===== config.mk =====
export PLATFORM = sky130hd
export DESIGN_NAME = mem_port_arbiter
export DESIGN_NICKNAME = d
export VERILOG_FILES = /design/src/rtl/mem_port_arbiter.sv
export SDC_FILE = /design/constraint.sdc
export NUM_CORES = 1
export LEC_CHECK = 0
export ABC_AREA = 1
export CAP_MARGIN = 10
export CORE_AREA = 2 2 91 93
export CTS_BUF_LIST = sky130_fd_sc_hd__clkbuf_4 sky130_fd_sc_hd__clkbuf_8 sky130_fd_sc_hd__clkbuf_16
export DETAILED_ROUTE_END_ITERATION = 10
export DIE_AREA = 0 0 93 95
export PLACE_DENSITY_LB_ADDON = 0.25
export SLEW_MARGIN = 20
export SYNTH_ARGS = -nofsm -noshare
export SYNTH_HDL_FRONTEND = slang
export SYNTH_SLANG_ARGS = --single-unit

===== constraint.sdc =====
create_clock -name clk -period 2 [get_ports clk]
set_clock_uncertainty 0.2 [all_clocks]
set_input_delay 0.4 -clock clk [delete_from_list [all_inputs] [get_ports clk]]
set_output_delay 0.4 -clock clk [all_outputs]
set_load 0.03 [all_outputs]

===== src/rtl/mem_port_arbiter.sv =====
// mem_port_arbiter: serialises fetch and data accesses onto one single-port memory,
// data first, with a grant-streak limit that guarantees fetch forward progress.
module mem_port_arbiter #(
    parameter int WAIT_CYCLES = 1,
    parameter int MAX_STREAK  = 4
) (
    input  logic        clk,
    input  logic        rst,
    input  logic        if_req,
    input  logic [15:0] if_addr,
    output logic        if_ack,
    output logic [15:0] if_rdata,
    input  logic        dm_req,
    input  logic        dm_we,
    input  logic [15:0] dm_addr,
    input  logic [15:0] dm_wdata,
    output logic        dm_ack,
    output logic [15:0] dm_rdata,
    output logic        mem_en,
    output logic        mem_we,
    output logic [15:0] mem_addr,
    output logic [15:0] mem_wdata,
    input  logic [15:0] mem_rdata,
    output logic        busy
);
    localparam logic [1:0] IDLE   = 2'd0;
    localparam logic [1:0] ACCESS = 2'd1;
    localparam logic [1:0] RESP   = 2'd2;
    localparam logic [3:0] WAIT_INIT  = 4'(WAIT_CYCLES);
    localparam logic [3:0] STREAK_MAX = 4'(MAX_STREAK);

    logic [1:0]  state_q, state_d;
    logic [3:0]  streak_q, streak_d, cnt_q, cnt_d;
    logic        dm_own_q, dm_own_d, we_q, we_d;
    logic [15:0] addr_q, addr_d, wdata_q, wdata_d;
    logic [15:0] if_rdata_q, if_rdata_d, dm_rdata_q, dm_rdata_d;
    logic        grant_dm;

    // Data wins unless a waiting fetch has already been passed over MAX_STREAK times.
    assign grant_dm = dm_req && !(if_req && streak_q >= STREAK_MAX);

    always_comb begin
        state_d    = state_q;
        streak_d   = streak_q;
        cnt_d      = cnt_q;
        dm_own_d   = dm_own_q;
        we_d       = we_q;
        addr_d     = addr_q;
        wdata_d    = wdata_q;
        if_rdata_d = if_rdata_q;
        dm_rdata_d = dm_rdata_q;
        case (state_q)
            IDLE: if (if_req || dm_req) begin
                state_d  = ACCESS;
                dm_own_d = grant_dm;
                we_d     = grant_dm && dm_we;
                addr_d   = grant_dm ? dm_addr : if_addr;
                wdata_d  = grant_dm ? dm_wdata : wdata_q;
                cnt_d    = WAIT_INIT;
                streak_d = (grant_dm && if_req) ? streak_q + 4'd1 : 4'd0;
            end
            ACCESS: if (cnt_q != 4'd0) begin
                cnt_d = cnt_q - 4'd1;
            end else begin
                state_d    = RESP;
                dm_rdata_d = (dm_own_q && !we_q) ? mem_rdata : dm_rdata_q;
                if_rdata_d = !dm_own_q ? mem_rdata : if_rdata_q;
            end
            default: state_d = IDLE;
        endcase
    end

    always_ff @(posedge clk) begin
        if (rst) begin
            state_q    <= IDLE;
            streak_q   <= 4'd0;
            cnt_q      <= 4'd0;
            dm_own_q   <= 1'b0;
            we_q       <= 1'b0;
            addr_q     <= 16'h0000;
            wdata_q    <= 16'h0000;
            if_rdata_q <= 16'h0000;
            dm_rdata_q <= 16'h0000;
        end else begin
            state_q    <= state_d;
            streak_q   <= streak_d;
            cnt_q      <= cnt_d;
            dm_own_q   <= dm_own_d;
            we_q       <= we_d;
            addr_q     <= addr_d;
            wdata_q    <= wdata_d;
            if_rdata_q <= if_rdata_d;
            dm_rdata_q <= dm_rdata_d;
        end
    end

    assign mem_en    = state_q == ACCESS;
    assign mem_we    = mem_en && cnt_q == 4'd0 && we_q;
    assign mem_addr  = addr_q;
    assign mem_wdata = wdata_q;
    assign if_ack    = state_q == RESP && !dm_own_q;
    assign dm_ack    = state_q == RESP && dm_own_q;
    assign if_rdata  = if_rdata_q;
    assign dm_rdata  = dm_rdata_q;
    assign busy      = state_q != IDLE;
endmodule


==> qor.yml <==
outcome: "complete, no violations"
design.die.area_mm2: 0.00884
dpl-instance-area_mm2: 0.00484
die_height_um: 95
via_per_inst: 4.53
cts_buffer_depth: 2
synth_sequential_area_ratio_pct: 46.0
cts_root_buf: "clkbuf_8"
cts.repair_timing.setup_buffer_count: 0
power.leakage_uw: 0.00306
timing.critical_path.cells: "clkdlybuf4s50_1"
synth.largest_area_cell: "dfxtp_1"
drc_errors: 0
total_power_uw: 4390
core_area_mm2: 0.00793
critical_path.startpoint_type: "flip-flop"
synth_area_per_cell_um2: 7.32
synth-main-ff-cell: "dfxtp_1"
worstPathRequired_ps: 1400
peakVddDrop_v: 0.000401
layout-drive-gt1-share_pct: 10.1
post-route-cell-area_mm2: 0.00518
boundaryPins: 138
finalCoreUtilization_pct: 65.3
rr_worst_depth: 5
regToRegSetupSlack_ps: 370
stdcell_count: 707
cp_data_arrival_time_ps: 1360
path_class: "reg2out"
setup.worst_path.end_class: "output port"
cts.sink_count: 76
timing.final.crit_share_pct: 97.8
worst-slew-pin-transition_ps: 403
whs_endpoint: "mem_addr[15]$_SDFFE_PP0P_"
synth_largest_type_area_fraction_pct: 46.0
timing.hold.worst_path_depth: 2
crit-reg2reg-launch: "state_q[0]$_SDFFE_PP0P_"
cp_slowest_stage_delay_ps: 680
regToRegEndpoint: "we_q$_SDFFE_PP0P_"
clk-insertion-delay-late_ps: 350
floorplan.rows: 33
grt_pass1_vias: 3117
hold_buffers: 0
syn_to_final_growth_pct: 56.4
place.gp.congestion: 0.779
drtAntennaViolNets: 0
finalSetupViolations: 0
buffer_ports.inserted: 137
diodes: 0
synthesis.nets: 524
floorplan.initialDensity_pct: 41.8
yosys-top-cells-area: "dfxtp_1, nand2_1, nor2_1, nand3b_1, o21bai_1"
routedWlPerCell_um: 11.8
grt_overflow: 0
h-tree-depth: 3
worst_path_max_delay_cell: "clkdlybuf4s50_1"
clock.fmax_ghz: 0.511
share_of_synthesized_flip_flops_with_an_asynchronous_set_or_reset_pct: 0
worstPathBufferInverterCount: 1
grt_pass1_wl_um: 14000
cp_max_fo: 2
hold_path_startpoint: "mem_addr[15]$_SDFFE_PP0P_"
fp.dieW_um: 93
cts_inserted_buffers: 9
max_cap_viol_count: 0
initialDrtViolationCount: 81
hold_violations: 0
finalSetupTns_ps: 0
min_period_ps: 1960
synth-warning-count: 0
critical_path.top_delay_family: "buffers and inverters"
grt_util_all_layers_pct: 20.1
edff_count_synth: 0
placed_cells_incl_taps: 691
antenna_violations_before_repair: 0
ys_types: 34
maxSlewViolCount: 0
min_path_type: "reg2reg"
clk_pin_slew_worst_paths_ps: 80
router_iterations_before_antenna_repair: 7
hpwlAfterDp_um: 6220
drt_wl_total_um: 8340
grt_start_max_net_pins: 32
cts_tree: "built"
ys_seq_elements: 76
power_density_normalized_to_cell_area_mw_per_mm2: 848
postSynthCellCount: 452
finish.net_count: 669
slew-limit-headroom_pct: 73.1
detailroute.via_count: 3203
netlist_area_mm2: 0.00331
[placed cells by master, fill, tap and decap left out, types with 2 or more instances in the layout]
cell             Yosys  routed
nand3_1             20      20
o21ai_0              3       3
nand2_4              4       4
buf_12               0       3
clkdlybuf4s50_1      0      76
nor3_1               3       3
buf_4                1      17
nor2_1             105     105
a21oi_1              6       6
o21bai_1            16      16
clkinv_4             1       3
nor2_4               3       3
nand4_1              3       3
dfxtp_1             76      75
nand2_1            136     136
clkbuf_8             0       9
ha_1                 3       2
clkinvlp_4           0       2
dlygate4sd2_1        0       5
inv_2                3       5
clkinv_2             1       2
nand3b_1            16      16
dlymetal6s2s_1       0      51
inv_1               21      18
[through the flow]
step / setup WS, ps / hold slack [ps]
after floorplan: 14.0 / 232
after global placement: 45.9 / 236
after detailed placement: 18.5 / 244
after CTS: 0.545 / 256
after global routing: -2.22 / 274
final: 44.7 / 250
[area by class of cell]
type | count | area (µm²)
Fill cell | 716 | 2750
Sequential cell | 76 | 1520
Clock inverter | 7 | 76.3
Multi-Input combinational cell | 330 | 1570
Tap cell | 105 | 131
Clock buffer | 9 | 124
Timing Repair Buffer | 154 | 1650
Inverter | 26 | 106
[worst max path at each step]
stage                                          start                        to  slack [ps]  cells after the start
after global routing         state_q[0]$_SDFFE_PP0P_                    mem_we          -2                      5
after CTS                    state_q[0]$_SDFFE_PP0P_                      busy         0.5                      3
after global placement                        dm_req         we_q$_SDFFE_PP0P_          50                      5
after floorplan                dm_own_q$_SDFFE_PP0P_                    dm_ack          10                      3
after detailed placement                      dm_req  mem_addr[9]$_SDFFE_PP0P_          20                      7
final                     mem_wdata[14]$_SDFFE_PP0P_             mem_wdata[14]          40                      1
[cells by family (layout without fill, tap and decap cells)]
family / after synthesis / in the layout / synth area share (%)
AO/OA/AOI/OAI: 30 / 30 / 6.31
XOR/XNOR: 1 / 1 / 0.265
adder cells (fa/ha/maj): 3 / 3 / 1.13
buffers and inverters: 46 / 196 / 6.95
flip-flops: 76 / 76 / 46.0
AND/OR/NAND/NOR: 296 / 296 / 39.4
[layer usage]
metal	part of all wire [%]	vias up	GRT usage [%]	wire length [µm]
li1	-	1693	-	-
met1	43	1405	22.7	3550
met2	49	100	35.6	4070
met3	7.5	5	5.99	629
met4	1.1	0	7.72	91
met5	0	-	0	0
[flip-flops by register name (all words and copies together) (netlist names)]
signal,flops
dm_rdata,16
if_rdata,16
mem_addr,16
mem_wdata,16
cnt_q,4
streak_q,4
state_q,2
dm_own_q,1
we_q,1
[synth_stat cells (all sizes together) (4+ instances only)]
master / n
nand3b: 16
inv: 24
dfxtp: 76
a21oi: 6
o21bai: 16
o21ai: 6
buf: 16
nor2: 110
nand2: 141
nand3: 22
clkbuf: 4
[tightest hold or removal path, cell delays in order, from the launching register on]
cell and delay (ps):
dfxtp_1 310, nand2_1 60, nand2_1 40
[power breakdown]
part,switching [µW],internal [µW]
registers,97.3,1690
clock network,585,582
logic,832,609
[repair_timing]
item,in CTS,in global routing
resized for setup,9,60
setup endpoints to repair,8,56
pin swaps,0,0
No activity file was read; power rests on OpenSTA's default activity.
